<file path="src/rtl/alu_op_engine_if.sv">
// Request/response bundle for alu_op_engine: operand request handshake in,
// registered result handshake out.
interface alu_op_engine_if #(
  parameter int WIDTH = 32
);
  logic             in_valid;
  logic             in_ready;
  logic [WIDTH-1:0] a;
  logic [WIDTH-1:0] b;
  logic [3:0]       op;
  logic             out_valid;
  logic             out_ready;
  logic [WIDTH-1:0] ans;
  logic             carry;
  logic             zero;
  logic             err;

  modport master (
    output in_valid, a, b, op, out_ready,
    input  in_ready, out_valid, ans, carry, zero, err
  );

  modport slave (
    input  in_valid, a, b, op, out_ready,
    output in_ready, out_valid, ans, carry, zero, err
  );
endinterface

</file>
<file path="src/rtl/alu_op_engine.sv">
// Unsigned eight-op ALU with an iterative shift-add multiplier, fronted by a
// valid/ready request port and holding its result behind a valid/ready port.
module alu_op_engine #(
  parameter int WIDTH = 32
) (
  input  logic            clk,
  input  logic            rst,
  alu_op_engine_if.slave  bus
);

  localparam int SHW = $clog2(WIDTH);

  typedef enum logic [1:0] {S_IDLE, S_EXEC, S_DONE} state_t;

  state_t                 r_state;
  state_t                 w_next;
  logic [WIDTH-1:0]       r_a;
  logic [WIDTH-1:0]       r_b;
  logic [3:0]             r_op;
  logic [2*WIDTH-1:0]     r_acc;
  logic [SHW-1:0]         r_cnt;
  logic [WIDTH-1:0]       r_ans;
  logic                   r_carry;
  logic                   r_zero;
  logic                   r_err;
  logic                   r_out_valid;

  logic                   w_accept;
  logic                   w_consume;
  logic                   w_is_mul;
  logic                   w_mul_last;
  logic                   w_exec_done;
  logic [WIDTH:0]         w_step_sum;
  logic [2*WIDTH-1:0]     w_acc_next;
  logic [WIDTH:0]         w_alu;
  logic [WIDTH-1:0]       w_res_ans;
  logic                   w_res_carry;
  logic                   w_res_err;

  // Single-step ops; bit WIDTH is the carry/borrow. Mul and illegal return 0.
  function automatic logic [WIDTH:0] alu_eval(input logic [WIDTH-1:0] x,
                                              input logic [WIDTH-1:0] y,
                                              input logic [3:0]       code);
    logic [WIDTH:0] r;
    r = '0;
    case (code)
      4'd0: r = {1'b0, x} + {1'b0, y};
      4'd1: r = {(x < y), x - y};
      4'd3: r = {1'b0, x & y};
      4'd4: r = {1'b0, x | y};
      4'd5: r = {1'b0, x ^ y};
      4'd6: r = {1'b0, x << y[SHW-1:0]};
      4'd7: r = {1'b0, x >> y[SHW-1:0]};
      default: r = '0;
    endcase
    return r;
  endfunction

  function automatic logic op_legal(input logic [3:0] code);
    return (code[3] == 1'b0);
  endfunction

  assign w_is_mul   = (r_op == 4'd2);
  assign w_mul_last = (r_cnt == SHW'(WIDTH - 1));

  // One shift-add step: r_b is shifted right each step so bit 0 is the current multiplier bit.
  assign w_step_sum = {1'b0, r_acc[2*WIDTH-1:WIDTH]} + (r_b[0] ? {1'b0, r_a} : '0);
  assign w_acc_next = (2*WIDTH)'({w_step_sum, r_acc[WIDTH-1:0]} >> 1);
  assign w_alu      = alu_eval(r_a, r_b, r_op);

  always_comb begin
    w_res_ans   = '0;
    w_res_carry = 1'b0;
    w_res_err   = 1'b0;
    if (w_is_mul) begin
      w_res_ans   = w_acc_next[WIDTH-1:0];
      w_res_carry = |w_acc_next[2*WIDTH-1:WIDTH];
    end else if (op_legal(r_op)) begin
      w_res_ans   = w_alu[WIDTH-1:0];
      w_res_carry = w_alu[WIDTH];
    end else begin
      w_res_err   = 1'b1;
    end
  end

  always_ff @(posedge clk) begin
    if (rst) r_state <= S_IDLE;
    else     r_state <= w_next;
  end

  always_comb begin
    w_next = r_state;
    case (r_state)
      S_IDLE:  if (w_accept)    w_next = S_EXEC;
      S_EXEC:  if (w_exec_done) w_next = S_DONE;
      S_DONE:  if (w_consume)   w_next = S_IDLE;
      default: w_next = S_IDLE;
    endcase
  end

  always_comb begin
    bus.in_ready = (r_state == S_IDLE);
    w_accept     = (r_state == S_IDLE) && bus.in_valid;
    w_consume    = (r_state == S_DONE) && r_out_valid && bus.out_ready;
    w_exec_done  = (r_state == S_EXEC) && (!w_is_mul || w_mul_last);
  end

  // Operand capture, multiply iteration and result registers.
  always_ff @(posedge clk) begin
    if (rst) begin
      r_a         <= '0;
      r_b         <= '0;
      r_op        <= '0;
      r_acc       <= '0;
      r_cnt       <= '0;
      r_ans       <= '0;
      r_carry     <= 1'b0;
      r_zero      <= 1'b0;
      r_err       <= 1'b0;
      r_out_valid <= 1'b0;
    end else begin
      if (w_accept) begin
        r_a   <= bus.a;
        r_b   <= bus.b;
        r_op  <= bus.op;
        r_acc <= '0;
        r_cnt <= '0;
      end
      if (r_state == S_EXEC && w_is_mul) begin
        r_acc <= w_acc_next;
        r_b   <= r_b >> 1;
        r_cnt <= r_cnt + SHW'(1);
      end
      if (w_exec_done) begin
        r_ans       <= w_res_ans;
        r_carry     <= w_res_carry;
        r_zero      <= (w_res_ans == '0);
        r_err       <= w_res_err;
        r_out_valid <= 1'b1;
      end
      if (w_consume) begin
        r_out_valid <= 1'b0;
        r_err       <= 1'b0;
      end
    end
  end

  assign bus.out_valid = r_out_valid;
  assign bus.ans       = r_ans;
  assign bus.carry     = r_carry;
  assign bus.zero      = r_zero;
  assign bus.err       = r_err;

endmodule
</file>
<file path="src/flat_wrapper.sv">
// flat-port wrapper written by rule: the top's interface ports become plain ports
module alu_op_engine_flat 
#(
  parameter int WIDTH = 32
)
  (clk, rst, bus_in_valid, bus_a, bus_b, bus_op, bus_out_ready, bus_in_ready, bus_out_valid, bus_ans, bus_carry, bus_zero, bus_err);
  alu_op_engine_if #(.WIDTH(WIDTH)) bus_i ();
  input  logic clk;
  input  logic rst;
  input wire logic [$bits(bus_i.in_valid)-1:0] bus_in_valid;
  input wire logic [$bits(bus_i.a)-1:0] bus_a;
  input wire logic [$bits(bus_i.b)-1:0] bus_b;
  input wire logic [$bits(bus_i.op)-1:0] bus_op;
  input wire logic [$bits(bus_i.out_ready)-1:0] bus_out_ready;
  output wire logic [$bits(bus_i.in_ready)-1:0] bus_in_ready;
  output wire logic [$bits(bus_i.out_valid)-1:0] bus_out_valid;
  output wire logic [$bits(bus_i.ans)-1:0] bus_ans;
  output wire logic [$bits(bus_i.carry)-1:0] bus_carry;
  output wire logic [$bits(bus_i.zero)-1:0] bus_zero;
  output wire logic [$bits(bus_i.err)-1:0] bus_err;
  assign bus_i.in_valid = bus_in_valid;
  assign bus_i.a = bus_a;
  assign bus_i.b = bus_b;
  assign bus_i.op = bus_op;
  assign bus_i.out_ready = bus_out_ready;
  assign bus_in_ready = bus_i.in_ready;
  assign bus_out_valid = bus_i.out_valid;
  assign bus_ans = bus_i.ans;
  assign bus_carry = bus_i.carry;
  assign bus_zero = bus_i.zero;
  assign bus_err = bus_i.err;
  alu_op_engine #(.WIDTH(WIDTH)) u_core (.clk(clk), .rst(rst), .bus(bus_i));
endmodule
</file>
<file path="config.mk">
export PLATFORM = sky130hd
export DESIGN_NAME = alu_op_engine_flat
export DESIGN_NICKNAME = d
export VERILOG_FILES = /design/src/rtl/alu_op_engine_if.sv /design/src/rtl/alu_op_engine.sv /design/src/flat_wrapper.sv
export SDC_FILE = /design/constraint.sdc
export NUM_CORES = 1
export LEC_CHECK = 0
export CORE_AREA = 10 10 184 229
export DETAILED_ROUTE_END_ITERATION = 10
export DIE_AREA = 0 0 194 239
export MAX_ROUTING_LAYER = met4
export PLACE_DENSITY = 0.68
export SYNTH_ARGS = -nofsm -noshare
export SYNTH_HDL_FRONTEND = slang
export SYNTH_SLANG_ARGS = --single-unit
export TNS_END_PERCENT = 50
</file>
<file path="constraint.sdc">
create_clock -name clk -period 10.8 [get_ports clk]
set_input_delay 3.24 -clock clk [delete_from_list [all_inputs] [get_ports clk]]
set_output_delay 3.24 -clock clk [all_outputs]
set_load 0.02 [all_outputs]
</file>
==> summary by stage <==
Synthesis
The cell type with the highest aggregate area in the netlist is sky130_fd_sc_hd__dfxtp_1. In the synthesized netlist the async set-or-reset flop fraction comes to 0. Of the total synthesized cell area, the portion taken by XOR and XNOR cells is 0.0146.

The per-instance average area after synthesis is roughly 7.3 µm². The share of synthesized area in the top cell type comes to 0.187. The register bit count reported by yosys is between 150 and 200. The cell count after synthesis is roughly 2,500. The number of unique standard cell types used by synthesis is 95.

Yosys printed 0 warnings. The commonest cells after synthesis are sky130_fd_sc_hd__nand2_1 (341), sky130_fd_sc_hd__nor2_1 (300), sky130_fd_sc_hd__a21oi_1 (244), sky130_fd_sc_hd__dfxtp_1 (174), sky130_fd_sc_hd__clkbuf_1 (155). Yosys mapped a number of flops with a built-in enable equal to 0. The fraction of the mapped netlist area in compound gates is 0.278. Ranked by total cell area, the synthesized netlist is headed by sky130_fd_sc_hd__dfxtp_1 (19%), sky130_fd_sc_hd__ha_1 (9.4%), sky130_fd_sc_hd__mux4_2 (7.4%). After synthesis, the largest family of logic cells by area is compound AO/OA/AOI/OAI gates. Of the total synthesized cell area, the portion taken by AND, OR, NAND and NOR gates is 0.231. Counting every net in the synthesized netlist gives 2,756. The synthesized netlist occupies a cell area of 0.0187 mm².

The sequential area share after synthesis is 0.187. The most common cell in the synthesized netlist is sky130_fd_sc_hd__nand2_1. For this run, the leading register cell type out of synthesis is sky130_fd_sc_hd__dfxtp_1.

Of the total synthesized cell area, the portion taken by full adders, half adders and majority gates is 0.0971. After synthesis, the share of cell area in mux cells is 0.121.

Worst setup path
Of all nets on the critical path, the largest fanout is 64. The setup check on the worst reg-to-reg path leaves a slack of between 5 and 6 ns. The type of destination of the critical path is a flop. The number of cells on the worst reg-to-reg path is 14. The startpoint of the most critical setup path is u_core.r_b[0]$_SDFFE_PP0P_. The endpoint identified for the worst register-to-register timing path is u_core.bus.carry$_SDFFE_PP0P_.

The required arrival time at the worst endpoint is around 11 ns. The most critical setup path has its endpoint at u_core.bus.carry$_SDFFE_PP0P_. The startpoint of the lowest-slack register-to-register path is u_core.r_b[0]$_SDFFE_PP0P_. At the worst endpoint, the arrival time is 6.00 ns. The worst setup path category is flop to flop. The sort of element at the start of the critical path is a flop.

STA
Setup violations remaining at the end of the flow were counted as 0. The final worst setup slack is approximately 5.2 ns. Measured against its own limit, the worst slew margin works out to 0.157. The worst path needs 5.62 ns of the cycle, external delays included. Between clock sinks in the finished design, the worst skew comes to about 0.013 ns. On the final layout, the worst hold slack is 0.457 ns. In the finished design, the share of the clock period the worst path needs comes to 0.520.

For the final routed database, the setup TNS stands at 0 ns. The number of max-slew violations in the final report is 0. Setup repair after global routing left no endpoint under its margin. The maximum clock frequency is 178 MHz. At the pin with the least slew margin, the transition time is between 1 and 1.5 ns. The final-report hold violation count was 0.

Routing
In the routed design, unresolved DRC markers number 0. The first-pass iteration count of the detailed router is 6. The count of nets left with antenna violations once routing finished came out at 0. For this block, the initial DRC count from the detailed router was a little under 3,000. After detailed routing, the number of vias per cell comes to roughly 7.0. The average wire per standard cell is 28.2 µm. The aggregate routed wire length is roughly 84,000 µm. The total number of vias is 20,900.

Clock network
The CTS H-tree depth is 4. Clock latency on the worst-skew pair, taken at its later pin, is slightly below 0.5 ns. TritonCTS built the clock tree. The sink count of the clock tree is approximately 170. The clock root buffer is sky130_fd_sc_hd__clkbuf_16. Counting the buffers created by CTS gives 17. The number of setup buffers added after CTS is 0. The number of buffers on the longest clock path is 2. The clock slew at the register clock pins of the worst setup and hold paths is about 0.070 ns.

The post-cts resize count is 0. The hold buffer count at CTS is 0.

Pwr
The power density normalized to cell area is about 110 mW/mm². The design draws roughly 2.3 mW. The maximum VDD drop is ~0.00013 V.

The leakage power is between 7 and 8 nW.

Global route
The number of antenna violations at the first check in global routing is 0. Across every metal layer, demand over resource in global routing totals 0.357. The number of global-route vias before repair is 19,300. Entering global routing, the biggest net connects between 100 and 150 pins.

The global-route wire length before repair is about 120,000 µm. The remaining global-route overflow is 0.

Placed design
The final HPWL from detailed placement is just over 60,000 µm. Routability-driven placement finished with a final weighted congestion of 1.11. OpenSTA, run right after detailed placement, puts the worst setup slack at roughly 5.3 ns. During placement, the flow inserted port buffers numbering between 100 and 150.

Hold path
The path class of the lowest-slack min-delay path is flop to flop. Along the worst hold path, the cell count comes to 2. The startpoint of the worst hold path is u_core.bus.ans[10]$_SDFFE_PP0P_.

Floorplanning
The die area is about 0.046 mm². In this run the vertical extent of the chip is about 240 µm. In this run the count of I/O pins placed on the die edge is between 100 and 150.

The starting utilization of the core area is 0.493. The area of the core region is about 0.038 mm². The floorplan die width is ~190 µm. The floorplan has 80 rows.

Final layout
The number of nets in the layout is 2,693. Of the cells placed in the final design, the portion with a size suffix greater than 1 is 0.0791. The repair_antennas step left the layout with diodes totalling 0. Relative to the synthesized area, the layout overhead comes to 8.91%.

Run status
The run finished with clean final reports.

Run
Max-cap violations in this run came to 0.
==> metrics by stage <==
step                       util  instances  instance area [µm²]
after floorplan               -       2541                18700
after global placement    0.521       2951                19700
after detailed placement  0.521       2951                19700
after CTS                 0.537       2983                20300
after global routing      0.537       2983                20300
final                     0.537       2983                20300
==> cell usage in the layout (no fill, tap or decap), types with 18 or more instances in the layout <==
master / count
sky130_fd_sc_hd__clkdlybuf4s50_1: 107
sky130_fd_sc_hd__o21ai_0: 84
sky130_fd_sc_hd__o22ai_1: 22
sky130_fd_sc_hd__mux2_2: 23
sky130_fd_sc_hd__a221oi_1: 20
sky130_fd_sc_hd__inv_1: 100
sky130_fd_sc_hd__nand3_1: 85
sky130_fd_sc_hd__nand2_1: 340
sky130_fd_sc_hd__buf_4: 35
sky130_fd_sc_hd__a211oi_1: 53
sky130_fd_sc_hd__nor3_1: 43
sky130_fd_sc_hd__nor2_1: 299
sky130_fd_sc_hd__a31oi_1: 36
sky130_fd_sc_hd__mux2i_1: 58
sky130_fd_sc_hd__nand2b_1: 18
sky130_fd_sc_hd__a311oi_1: 42
sky130_fd_sc_hd__mux4_2: 61
sky130_fd_sc_hd__o211ai_1: 27
sky130_fd_sc_hd__ha_1: 140
sky130_fd_sc_hd__nor4_1: 26
sky130_fd_sc_hd__nand4_1: 20
sky130_fd_sc_hd__a21oi_1: 244
sky130_fd_sc_hd__dfxtp_1: 169
sky130_fd_sc_hd__a21o_1: 29
sky130_fd_sc_hd__nor2b_1: 23
==> where the power goes <==
group | internal (mW) | leakage, nW | switching [mW]
Sequential | 0.673 | 1.42 | 0.0775
Combinational | 0.322 | 5.84 | 0.587
Clock | 0.365 | 0.291 | 0.303
==> sequential cells by signal (all words and copies together), names as in the netlist, 2 cells and up <==
| register | cells |
|---|---|
| u_core.r_op | 4 |
| u_core.r_state | 2 |
| u_core.bus.ans | 32 |
| u_core.r_a | 32 |
| u_core.r_b | 32 |
| u_core.r_acc | 63 |
| u_core.r_cnt | 5 |
==> metal layers <==
layer	part of all wire	track usage
met5	0	-
met4	0.059	0.197
met3	0.10	0.0742
met2	0.46	0.552
met1	0.38	0.427
==> area by class of cell <==
type	instances	area, µm²
timing repair buffer	143	1350
tap	492	616
inverter	103	387
sequential	174	3500
clock buffer	19	433
clock inverter	13	163
fill	3726	17500
multi-input combinational	2039	13900
==> worst min-delay path by stage <==
stage | end
finish | u_core.bus.ans[10]$_SDFFE_PP0P_
global route | u_core.bus.ans[19]$_SDFFE_PP0P_
CTS | u_core.bus.ans[10]$_SDFFE_PP0P_
detailed placement | u_core.bus.ans[10]$_SDFFE_PP0P_
global placement | u_core.bus.ans[20]$_SDFFE_PP0P_
floorplan | u_core.r_cnt[3]$_SDFFE_PP0P_
==> critical path, stage by stage, from the launching register on <==
cell and delay [ns]:
sky130_fd_sc_hd__dfxtp_4 0.49, sky130_fd_sc_hd__inv_2 0.20, sky130_fd_sc_hd__buf_4 0.63, sky130_fd_sc_hd__nor2_1 0.14, sky130_fd_sc_hd__ha_1 0.45, sky130_fd_sc_hd__nand2_1 0.18
sky130_fd_sc_hd__a2111oi_0 1.08, sky130_fd_sc_hd__a21boi_0 0.31, sky130_fd_sc_hd__nand3b_1 0.23, sky130_fd_sc_hd__a31oi_1 0.16, sky130_fd_sc_hd__nor2b_1 0.29, sky130_fd_sc_hd__a21oi_1 0.08
sky130_fd_sc_hd__a2111oi_0 0.61, sky130_fd_sc_hd__o311ai_0 0.27, sky130_fd_sc_hd__a311oi_1 0.31
==> kinds of logic (layout without fill, tap and decap cells) <==
| kind of cell | after synthesis | count (layout) |
|---|---|---|
| and+or+nand+nor | 955 | 955 |
| AOI/OAI and AO/OA | 765 | 765 |
| buffers and inverters | 328 | 278 |
| DFF | 174 | 174 |
| muxes | 145 | 145 |
| adders and majority gates | 143 | 143 |
| xor gates and xnor gates | 31 | 31 |
No activity file was read; power rests on OpenSTA's default activity.
